$ cat src/rtl/alu_vector_pkg.sv
// Shared definitions for the lane-parallel ALU pipeline.
//   alu_op_e    : 3-bit opcode shared by every lane
//   FLAG_*      : bit positions of {N,Z,C,V} inside a lane's 4-bit flag nibble
//   lane_base() : low bit index of a lane inside a packed vector
package alu_vector_pkg;

    typedef enum logic [2:0] {
        OP_ADD  = 3'b000,
        OP_SUB  = 3'b001,
        OP_AND  = 3'b010,
        OP_OR   = 3'b011,
        OP_XOR  = 3'b100,
        OP_SLL  = 3'b101,
        OP_SRL  = 3'b110,
        OP_PASS = 3'b111
    } alu_op_e;

    localparam int FLAG_W = 4;
    localparam int FLAG_N = 3;
    localparam int FLAG_Z = 2;
    localparam int FLAG_C = 1;
    localparam int FLAG_V = 0;

    function automatic int lane_base(input int lane, input int width);
        return lane * width;
    endfunction

endpackage

$ cat src/rtl/alu_vector_pipe_lane.sv
// Single ALU lane, purely combinational.
//   A, B       : lane operands (N bits)
//   ALUControl : opcode (alu_op_e encoding)
//   en         : lane enable; a disabled lane passes A through with zero flags
//   result     : lane result (N bits)
//   flags      : {N,Z,C,V}
module alu_lane
    import alu_vector_pkg::*;
#(
    parameter int N = 32
) (
    input  logic [N-1:0]      A,
    input  logic [N-1:0]      B,
    input  logic [2:0]        ALUControl,
    input  logic              en,
    output logic [N-1:0]      result,
    output logic [FLAG_W-1:0] flags
);

    localparam int SH_W = (N > 1) ? $clog2(N) : 1;

    logic signed [N-1:0] a_s;
    logic signed [N-1:0] b_s;
    logic [N:0]          sum_ext;
    logic [N-1:0]        raw;
    logic                carry;
    logic                ovf;
    logic [SH_W-1:0]     shamt;

    assign a_s   = A;
    assign b_s   = B;
    assign shamt = B[SH_W-1:0];

    always_comb begin
        sum_ext = '0;
        raw     = '0;
        carry   = 1'b0;
        ovf     = 1'b0;
        case (alu_op_e'(ALUControl))
            OP_ADD: begin
                sum_ext = {1'b0, A} + {1'b0, B};
                raw     = sum_ext[N-1:0];
                carry   = sum_ext[N];
                // Overflow: operands share a sign that the result does not.
                ovf     = ((a_s < 0) == (b_s < 0)) && (raw[N-1] != A[N-1]);
            end
            OP_SUB: begin
                // A + ~B + 1: carry out is the inverted borrow (1 when A >= B).
                sum_ext = {1'b0, A} + {1'b0, ~B} + (N+1)'(1);
                raw     = sum_ext[N-1:0];
                carry   = sum_ext[N];
                ovf     = ((a_s < 0) != (b_s < 0)) && (raw[N-1] != A[N-1]);
            end
            OP_AND:  raw = A & B;
            OP_OR:   raw = A | B;
            OP_XOR:  raw = A ^ B;
            OP_SLL:  raw = A << shamt;
            OP_SRL:  raw = A >> shamt;
            OP_PASS: raw = B;
            default: raw = B;
        endcase

        result = A;
        flags  = '0;
        if (en) begin
            result         = raw;
            flags[FLAG_N]  = raw[N-1];
            flags[FLAG_Z]  = (raw == '0);
            flags[FLAG_C]  = carry;
            flags[FLAG_V]  = ovf;
        end
    end

endmodule

$ cat src/rtl/alu_vector_pipe.sv
// Two-stage, lane-parallel ALU with valid/ready flow control.
//   clk, rst_n          : clock, asynchronous active-low reset
//   in_valid / in_ready : operand beat handshake (in_ready = advance enable)
//   A, B                : L packed lanes of N bits
//   ALUControl          : opcode shared by all lanes
//   lane_en             : per-lane enable mask
//   out_valid/out_ready : result beat handshake
//   result              : L packed lane results
//   flags               : 4 bits per lane, {N,Z,C,V}
//   all_zero            : every enabled lane is zero (0 when no lane enabled)
module alu_vector_pipe
    import alu_vector_pkg::*;
#(
    parameter  int N = 32,
    parameter  int L = 8,
    localparam int V = N * L
) (
    input  logic                clk,
    input  logic                rst_n,
    input  logic                in_valid,
    output logic                in_ready,
    input  logic [V-1:0]        A,
    input  logic [V-1:0]        B,
    input  logic [2:0]          ALUControl,
    input  logic [L-1:0]        lane_en,
    output logic                out_valid,
    input  logic                out_ready,
    output logic [V-1:0]        result,
    output logic [FLAG_W*L-1:0] flags,
    output logic                all_zero
);

    logic                adv;

    logic                vld_p1_q, vld_p1_d;
    logic [V-1:0]        a_p1_q, a_p1_d;
    logic [V-1:0]        b_p1_q, b_p1_d;
    logic [2:0]          op_p1_q, op_p1_d;
    logic [L-1:0]        en_p1_q, en_p1_d;

    logic                vld_p2_q, vld_p2_d;
    logic [V-1:0]        result_p2_q, result_p2_d;
    logic [FLAG_W*L-1:0] flags_p2_q, flags_p2_d;
    logic                all_zero_p2_q, all_zero_p2_d;

    logic [V-1:0]        lane_result;
    logic [FLAG_W*L-1:0] lane_flags;
    logic [L-1:0]        lane_zero;

    // ---- stage 1 -> stage 2 boundary: lane ALUs on registered operands ----
    for (genvar i = 0; i < L; i++) begin : g_lane
        alu_lane #(.N(N)) u_lane (
            .A          (a_p1_q[lane_base(i, N) +: N]),
            .B          (b_p1_q[lane_base(i, N) +: N]),
            .ALUControl (op_p1_q),
            .en         (en_p1_q[i]),
            .result     (lane_result[lane_base(i, N) +: N]),
            .flags      (lane_flags[lane_base(i, FLAG_W) +: FLAG_W])
        );
        assign lane_zero[i] = lane_flags[lane_base(i, FLAG_W) + FLAG_Z];
    end

    // Whole pipe moves together: a stalled output freezes both stages.
    assign adv      = !vld_p2_q || out_ready;
    assign in_ready = adv;

    always_comb begin
        vld_p1_d      = vld_p1_q;
        a_p1_d        = a_p1_q;
        b_p1_d        = b_p1_q;
        op_p1_d       = op_p1_q;
        en_p1_d       = en_p1_q;
        vld_p2_d      = vld_p2_q;
        result_p2_d   = result_p2_q;
        flags_p2_d    = flags_p2_q;
        all_zero_p2_d = all_zero_p2_q;
        if (adv) begin
            vld_p1_d      = in_valid;
            a_p1_d        = A;
            b_p1_d        = B;
            op_p1_d       = ALUControl;
            en_p1_d       = lane_en;
            vld_p2_d      = vld_p1_q;
            result_p2_d   = lane_result;
            flags_p2_d    = lane_flags;
            // Disabled lanes are ignored; an empty mask never reports all-zero.
            all_zero_p2_d = (|en_p1_q) && (&(~en_p1_q | lane_zero));
        end
    end

    // ---- input -> stage 1 boundary ----
    always_ff @(posedge clk) begin
        a_p1_q  <= a_p1_d;
        b_p1_q  <= b_p1_d;
        op_p1_q <= op_p1_d;
        en_p1_q <= en_p1_d;
    end

    // ---- stage 1 -> stage 2 boundary (valids and visible outputs reset) ----
    always_ff @(posedge clk or negedge rst_n) begin
        if (!rst_n) begin
            vld_p1_q      <= 1'b0;
            vld_p2_q      <= 1'b0;
            result_p2_q   <= '0;
            flags_p2_q    <= '0;
            all_zero_p2_q <= 1'b0;
        end else begin
            vld_p1_q      <= vld_p1_d;
            vld_p2_q      <= vld_p2_d;
            result_p2_q   <= result_p2_d;
            flags_p2_q    <= flags_p2_d;
            all_zero_p2_q <= all_zero_p2_d;
        end
    end

    assign out_valid = vld_p2_q;
    assign result    = result_p2_q;
    assign flags     = flags_p2_q;
    assign all_zero  = all_zero_p2_q;

endmodule
$ cat config.mk
export PLATFORM = sky130hd
export DESIGN_NAME = alu_vector_pipe
export DESIGN_NICKNAME = d
export VERILOG_FILES = /design/src/rtl/alu_vector_pkg.sv /design/src/rtl/alu_vector_pipe_lane.sv /design/src/rtl/alu_vector_pipe.sv
export SDC_FILE = /design/constraint.sdc
export NUM_CORES = 2
export LEC_CHECK = 0
export CAP_MARGIN = 25
export CORE_ASPECT_RATIO = 1.4
export CORE_MARGIN = 4
export CORE_UTILIZATION = 25
export CTS_BUF_LIST = sky130_fd_sc_hd__clkbuf_2 sky130_fd_sc_hd__clkbuf_4 sky130_fd_sc_hd__clkbuf_8
export CTS_CLUSTER_SIZE = 24
export DETAILED_ROUTE_END_ITERATION = 8
export PLACE_DENSITY = 0.39
export SYNTH_ARGS = -nofsm -noshare
export SYNTH_HDL_FRONTEND = slang
export SYNTH_HIERARCHICAL = 1
export SYNTH_SLANG_ARGS = --single-unit
$ cat constraint.sdc
create_clock -name clk -period 16.15 [get_ports clk]
set_clock_uncertainty 0.1 [all_clocks]
set_input_delay 1.615 -clock clk [delete_from_list [all_inputs] [get_ports clk]]
set_output_delay 1.615 -clock clk [all_outputs]
set_load 0.02 [all_outputs]
======== After elaboration in Yosys (flattened, before gate mapping) ========
Cells that the tools add are included.
storage, ports and cells
  register bits ........................... 814
  bits in latches ......................... 0
  RAM bits ................................ 0
  bits in read-only memories .............. 0
  input port bits ......................... 527
  output and inout port bits .............. 291
  logic and storage cells ................. 208
  memories ................................ 0
operators by class
  add/subtract/negate cells ............... 24
  multiply operators ...................... 0
  divide/modulo/power cells ............... 0
  order comparisons ....................... 16
  eq/ne operators ......................... 39
  shifts and indexed selects .............. 16
  mux-type cells .......................... 40
  bitwise gates (word level) .............. 34
  reduce and logical (&&, ||, !) cells .... 30
operators with widths
  operator                                                                       count
  32-bit one-hot mux with 8 select lines                                         8
  32-bit by 32-bit adder with 33-bit output                                      16
  32-bit by 1-bit less-than comparator with 1-bit output, second input constant  16
  33-bit by 1-bit adder with 33-bit output, second input constant                8
  32-bit bitwise AND                                                             8
  32-bit logical NOT                                                             8
  32-bit two-way mux                                                             8
  32-bit inverter                                                                8
  32-bit OR                                                                      8
  32-bit by 5-bit << shifter with 32-bit output                                  8
  32-bit by 5-bit >> shifter with 32-bit output                                  8
  32-bit bitwise XOR                                                             8
  4-bit two-way mux                                                              8
  1-bit one-hot mux with 2 select lines                                          16
  1-bit != test                                                                  24
  1-bit logical AND                                                              17
  3-bit == test, second input constant                                           4
  1-bit == test                                                                  8
  8-bit inverter                                                                 1
  8-bit OR                                                                       1
  8-bit AND reduction                                                            1
  8-bit OR reduction                                                             1
  3-bit by 2-bit == test with 1-bit output, second input constant                2
  3-bit by 1-bit == test with 1-bit output, second input constant                1
  3 further kinds                                                                3

======== Depth between registers and ports, before layout ========
  depth in word-level cells ............... 10
  mapped depth ............................ 20
  depth with buffers taken out ............ 18

======== Hierarchy ========
Netlist, hierarchy kept.
by module, submodules not included
  module                            instances  cells each  area each (µm²)  seq. area each (µm²)
  alu_lane at g_lane[2].u_lane ...  6          1468        9887.0           0.0
  alu_vector_pipe                   1          1153        27729.1          22987.0
  alu_lane at g_lane[0].u_lane      1          1550        10327.4          0.0
  alu_lane at g_lane[1].u_lane      1          1539        10271.1          0.0

======== Worst setup path before layout ========
No wires, ideal clock.
  path kind ............................... input -> output
  from .................................... in out_ready
  to ...................................... out in_ready
  arrival time ............................ 4.507 ns
  required time ........................... 14.435 ns
  setup slack ............................. 9.928 ns
  stages .................................. 4
  path buffers ............................ 3
  cells stage by stage .................... nand2b_4 > buf_6 > buf_6 > buf_6
on the way
  longest elaborated chain between the ends .. 1
ends and longest elaborated chain
  what              line                   source
  from (decl)       alu_vector_pipe.sv:27  input logic out_ready,
  1-bit logical OR  alu_vector_pipe.sv:64  assign adv = !vld_p2_q || out_ready;
  to (decl)         alu_vector_pipe.sv:21  output logic in_ready,
Every way passes these cells.

======== Worst setup path after layout ========
  from .................................... reg op_p1_q[0]
  to ...................................... reg all_zero_p2_q, in the netlist all_zero
on the way
  longest elaborated chain between the ends .. 7
  elaborated cells on any way between the ends .. 35
  those cells by class .................... eq/ne: 7; mux: 16; bitwise: 1; reduce/logical: 11
ends and longest elaborated chain
  what                                        line                        source
  from (decl)                                 alu_vector_pipe.sv:38       logic [2:0] op_p1_q, op_p1_d;
  from (signal assigned)                      alu_vector_pipe.sv:95       op_p1_q <= op_p1_d;
  3-bit == test (tied with other cells)       alu_vector_pipe_lane.sv:39  case (alu_op_e'(ALUControl))
  32-bit one-hot mux with 8 select lines (*)  alu_vector_pipe_lane.sv:39
  32-bit logical NOT (*)                      alu_vector_pipe_lane.sv:68  flags[FLAG_Z] = (raw == '0);
  4-bit two-way mux (*)                       alu_vector_pipe_lane.sv:65  if (en) begin
  via lane_flags[14]                          alu_vector_pipe.sv:47       logic [FLAG_W*L-1:0] lane_flags;
  8-bit OR (*)                                alu_vector_pipe.sv:87       all_zero_p2_d = (|en_p1_q) && (&(~en_p1_q | lane_zero));
  8-bit AND reduction (*)                     alu_vector_pipe.sv:87
  1-bit logical AND (*)                       alu_vector_pipe.sv:87
  to (signal assigned)                        alu_vector_pipe.sv:112      all_zero_p2_q <= all_zero_p2_d;
  to (decl)                                   alu_vector_pipe.sv:44       logic all_zero_p2_q, all_zero_p2_d;
The timed path passes the listed nets; every way through them passes the cells marked *.
A chain may end at the register's enable or synchronous reset.

==> metrics.yaml <==
power:
  peakVddDrop_v: 0.0000664
  finalPower_mw: 12.2
  power_density_mw_per_mm2: 97.9
  p_leak_nw: 49.2
critical_path:
  crit_chain: "buf_12 > buf_4 > buf_4 > nand2_1 > a21oi_1 > a2bb2oi_1 > nand3_1 > o32a_1 > nor3_1 > nand4_1 > nor4b_2 > nand4b_1 > or4_4 > nor4b_4 > nand2b_1 > o2111ai_1 > o32ai_2"
  slowest_delay_ps: 750
  worstPathRequired_ps: 16990
  ff2ff_setup_slack_ps: 8630
  cp_common_cell: "buf_4"
  critPathBufInv: 3
  rr_endpoint: "all_zero"
  worstRegToRegCells: 17
  endpoint_kind: "flop"
  cp-start-kind: "flop"
  path_class: "reg -> reg"
  arrival_ps: 8360
  r2r_start: "op_p1_q[0]"
  worstPathMaxFanout: 133
  slowest_stage: "edfxtp_1"
  crit_family: "simple AND/OR/NAND/NOR gates"
yosys:
  synth_edf_count: 523
  yosysWarnings: 6
  yosysSeqAreaShare: 0.214
  synthCells: 13100
  synth-seq-cells: 814
  synth_nets: 14400
  ys_types: 112
  async_reset_ff_frac: 0.357
  syn_area_per_cell_um2: 8.25
  syn_area_mm2: 0.108
  ys.flop_type: "edfxtp_1"
timing:
  timing.fmax_mhz: 133
  rsz0062_at_grt: "no"
  fin_ws_ps: 8630
  tightestPinTransition_ps: 1310
  finalSetupViolations: 0
  slew_viol_final: 0
  min_period_ps: 7520
  finalHoldViolations: 0
  finalCritPeriodShare: 0.465
  slew_headroom: 0.126
  setup_tns_ps: 0
global_route:
  grt-ovfl-total: 0
  track_usage: 0.276
  grt_max_degree: 134
  antenna_found_initial: 83
  grt_pass1_wl_um: 888000
  grt_pass1_vias: 110000
placed_design:
  io_buffers: 817
  pre_cts_ws_ps: 8660
  gp_congestion: 1.00
  hpwl_um: 498000
  dp.cells: 18800
floorplanning:
  boundaryPins: 818
  fp.dieW_um: 563
  start_util: 0.251
  die_y_um: 784
  rows: 284
  coreArea_mm2: 0.428
  die_area_mm2: 0.441
min_path:
  min_from: "vld_p1_q"
  min_to: "out_valid"
  hold_depth: 1
  hold_class: "reg -> reg"
layout:
  finish.net_count: 14600
  drive_gt1_frac: 0.114
  seq_area_mm2: 0.0230
  final_cells: 19200
  multi_input_area_mm2: 0.0765
  post-route-util: 0.290
  fillers: 46200
  area_growth_pct: 15.4
route:
  via_per_inst: 5.86
  dr.pass1.iters: 9
  drt-initial-drc-count: 12400
  avgRoutedWirePerCell_um: 33.5
  drt-total-wl_um: 641000
  via_count: 112000
  drcViolationCount: 0
  ant_nets: 0
clocking:
  cts.sinks: 814
  cts_resized: 0
  cts_tree: "built"
  cts.path.max_buffers: 4
  ctsHoldBuffers: 0
  cts_setup_buffers: 0
  cts-buffers-inserted: 162
  cts_root_buffer: "clkbuf_8"
  clk_latency_ps: 1050
  htreeDepth: 4
  cts.clk_slew.worst_paths_ps: 60
job:
  maxCapViolations: 0
outcome:
  status: "finished clean"
==> Yosys cell counts, drive strengths merged (64+ instances only) <==
cell type,number,area [um2]
mux2i,468,4850
xnor2,141,1230
inv,806,3030
o21bai,64,480
nor3,267,1340
nor2b,163,1020
mux4,321,7270
o221ai,92,806
nor4,83,532
or2,68,425
buf,425,2710
o31ai,137,1030
o21ai,872,4360
a311oi,74,686
clkbuf,658,2470
a211oi,231,1770
a21oi,1035,5180
edfxtp,523,15700
ha,776,9710
a31oi,100,663
and2,106,663
and3,65,407
nand4,182,1140
a221oi,108,958
dfrtp,291,7280
nand2,1303,4890
a21o,155,1160
nand2b,147,927
mux2,436,5920
nor2,1048,3930
a22oi,180,1350
nand3,246,1230
o211ai,219,1640
o22ai,242,1510
==> state kept, by name, summed over array words and instances, names as in the netlist <==
name	count
en_p1_q	8
out_valid	1
all_zero	1
a_p1_q	256
flags	32
op_p1_q	3
b_p1_q	256
result	256
vld_p1_q	1
==> report_power, final <==
group / leakage (nW) / switching (mW) / total, mW / internal, mW
logic: 38.6 / 4.30 / 6.70 / 2.39
clock network: 1.89 / 1.12 / 2.48 / 1.36
registers: 8.75 / 0.425 / 2.98 / 2.56
total: 49.2 / 5.85 / 12.2 / 6.31
==> metrics by stage <==
step | area, um2 | hold slack (ps)
final | 124000 | 364
after global routing | 124000 | 349
after CTS | 124000 | 278
after detailed placement | 121000 | 353
after global placement | 121000 | 344
after floorplan | 108000 | 330
==> worst max path at each step <==
stage | start | endpoint | slack, ps | depth (start not counted)
2_1_floorplan | out_ready | in_ready | 9930 | 4
3_3_place_gp | op_p1_q[2] | all_zero | 8670 | 17
3_5_place_dp | op_p1_q[2] | all_zero | 8660 | 17
4_1_cts | op_p1_q[2] | all_zero | 8690 | 17
5_1_grt | op_p1_q[2] | all_zero | 8470 | 17
6_report | op_p1_q[0] | all_zero | 8630 | 17
==> layout by cell type, fill, tap and decap left out, types with 224 or more instances in the layout <==
cell type,count
nor2_1,1045
nand3_1,246
dfrtp_1,291
a211oi_1,224
clkdlybuf4s50_1,816
mux2i_1,455
mux4_2,311
inv_1,785
edfxtp_1,523
o21ai_0,807
ha_1,776
a21oi_1,1035
o22ai_1,242
nand2_1,1303
buf_4,319
mux2_4,268
nor3_1,265
==> kinds of logic (layout without fill, tap and decap cells) <==
family / Yosys count / after routing / share of synthesized area
AO/OA/AOI/OAI: 4229 / 4229 / 0.262
AND/OR/NAND/NOR: 3920 / 3920 / 0.173
buffers and inverters: 1895 / 2263 / 0.0764
multiplexers: 1225 / 1225 / 0.167
flip-flops: 814 / 814 / 0.214
adder cells (fa/ha/maj): 793 / 793 / 0.0933
XOR/XNOR: 174 / 174 / 0.0142
other: 0 / 17 / 0
==> layout make-up <==
type,count,share of cell area
antenna,17,0.000342
clock buffer,239,0.0236
clock inverter,59,0.00535
inverter,812,0.0245
multi-input combinational,10300,0.616
sequential,814,0.185
tap,5720,0.0576
timing repair buffer,1153,0.0873
==> layer usage <==
layer / global-route usage / part of all wire / up-vias
li1: - / - / 49400
met1: 0.336 / 0.39 / 55900
met2: 0.470 / 0.48 / 5456
met3: 0.0462 / 0.069 / 1457
met4: 0.134 / 0.059 / 56
met5: 0 / 0.00058 / -
Power figures use the tool's default switching activity.
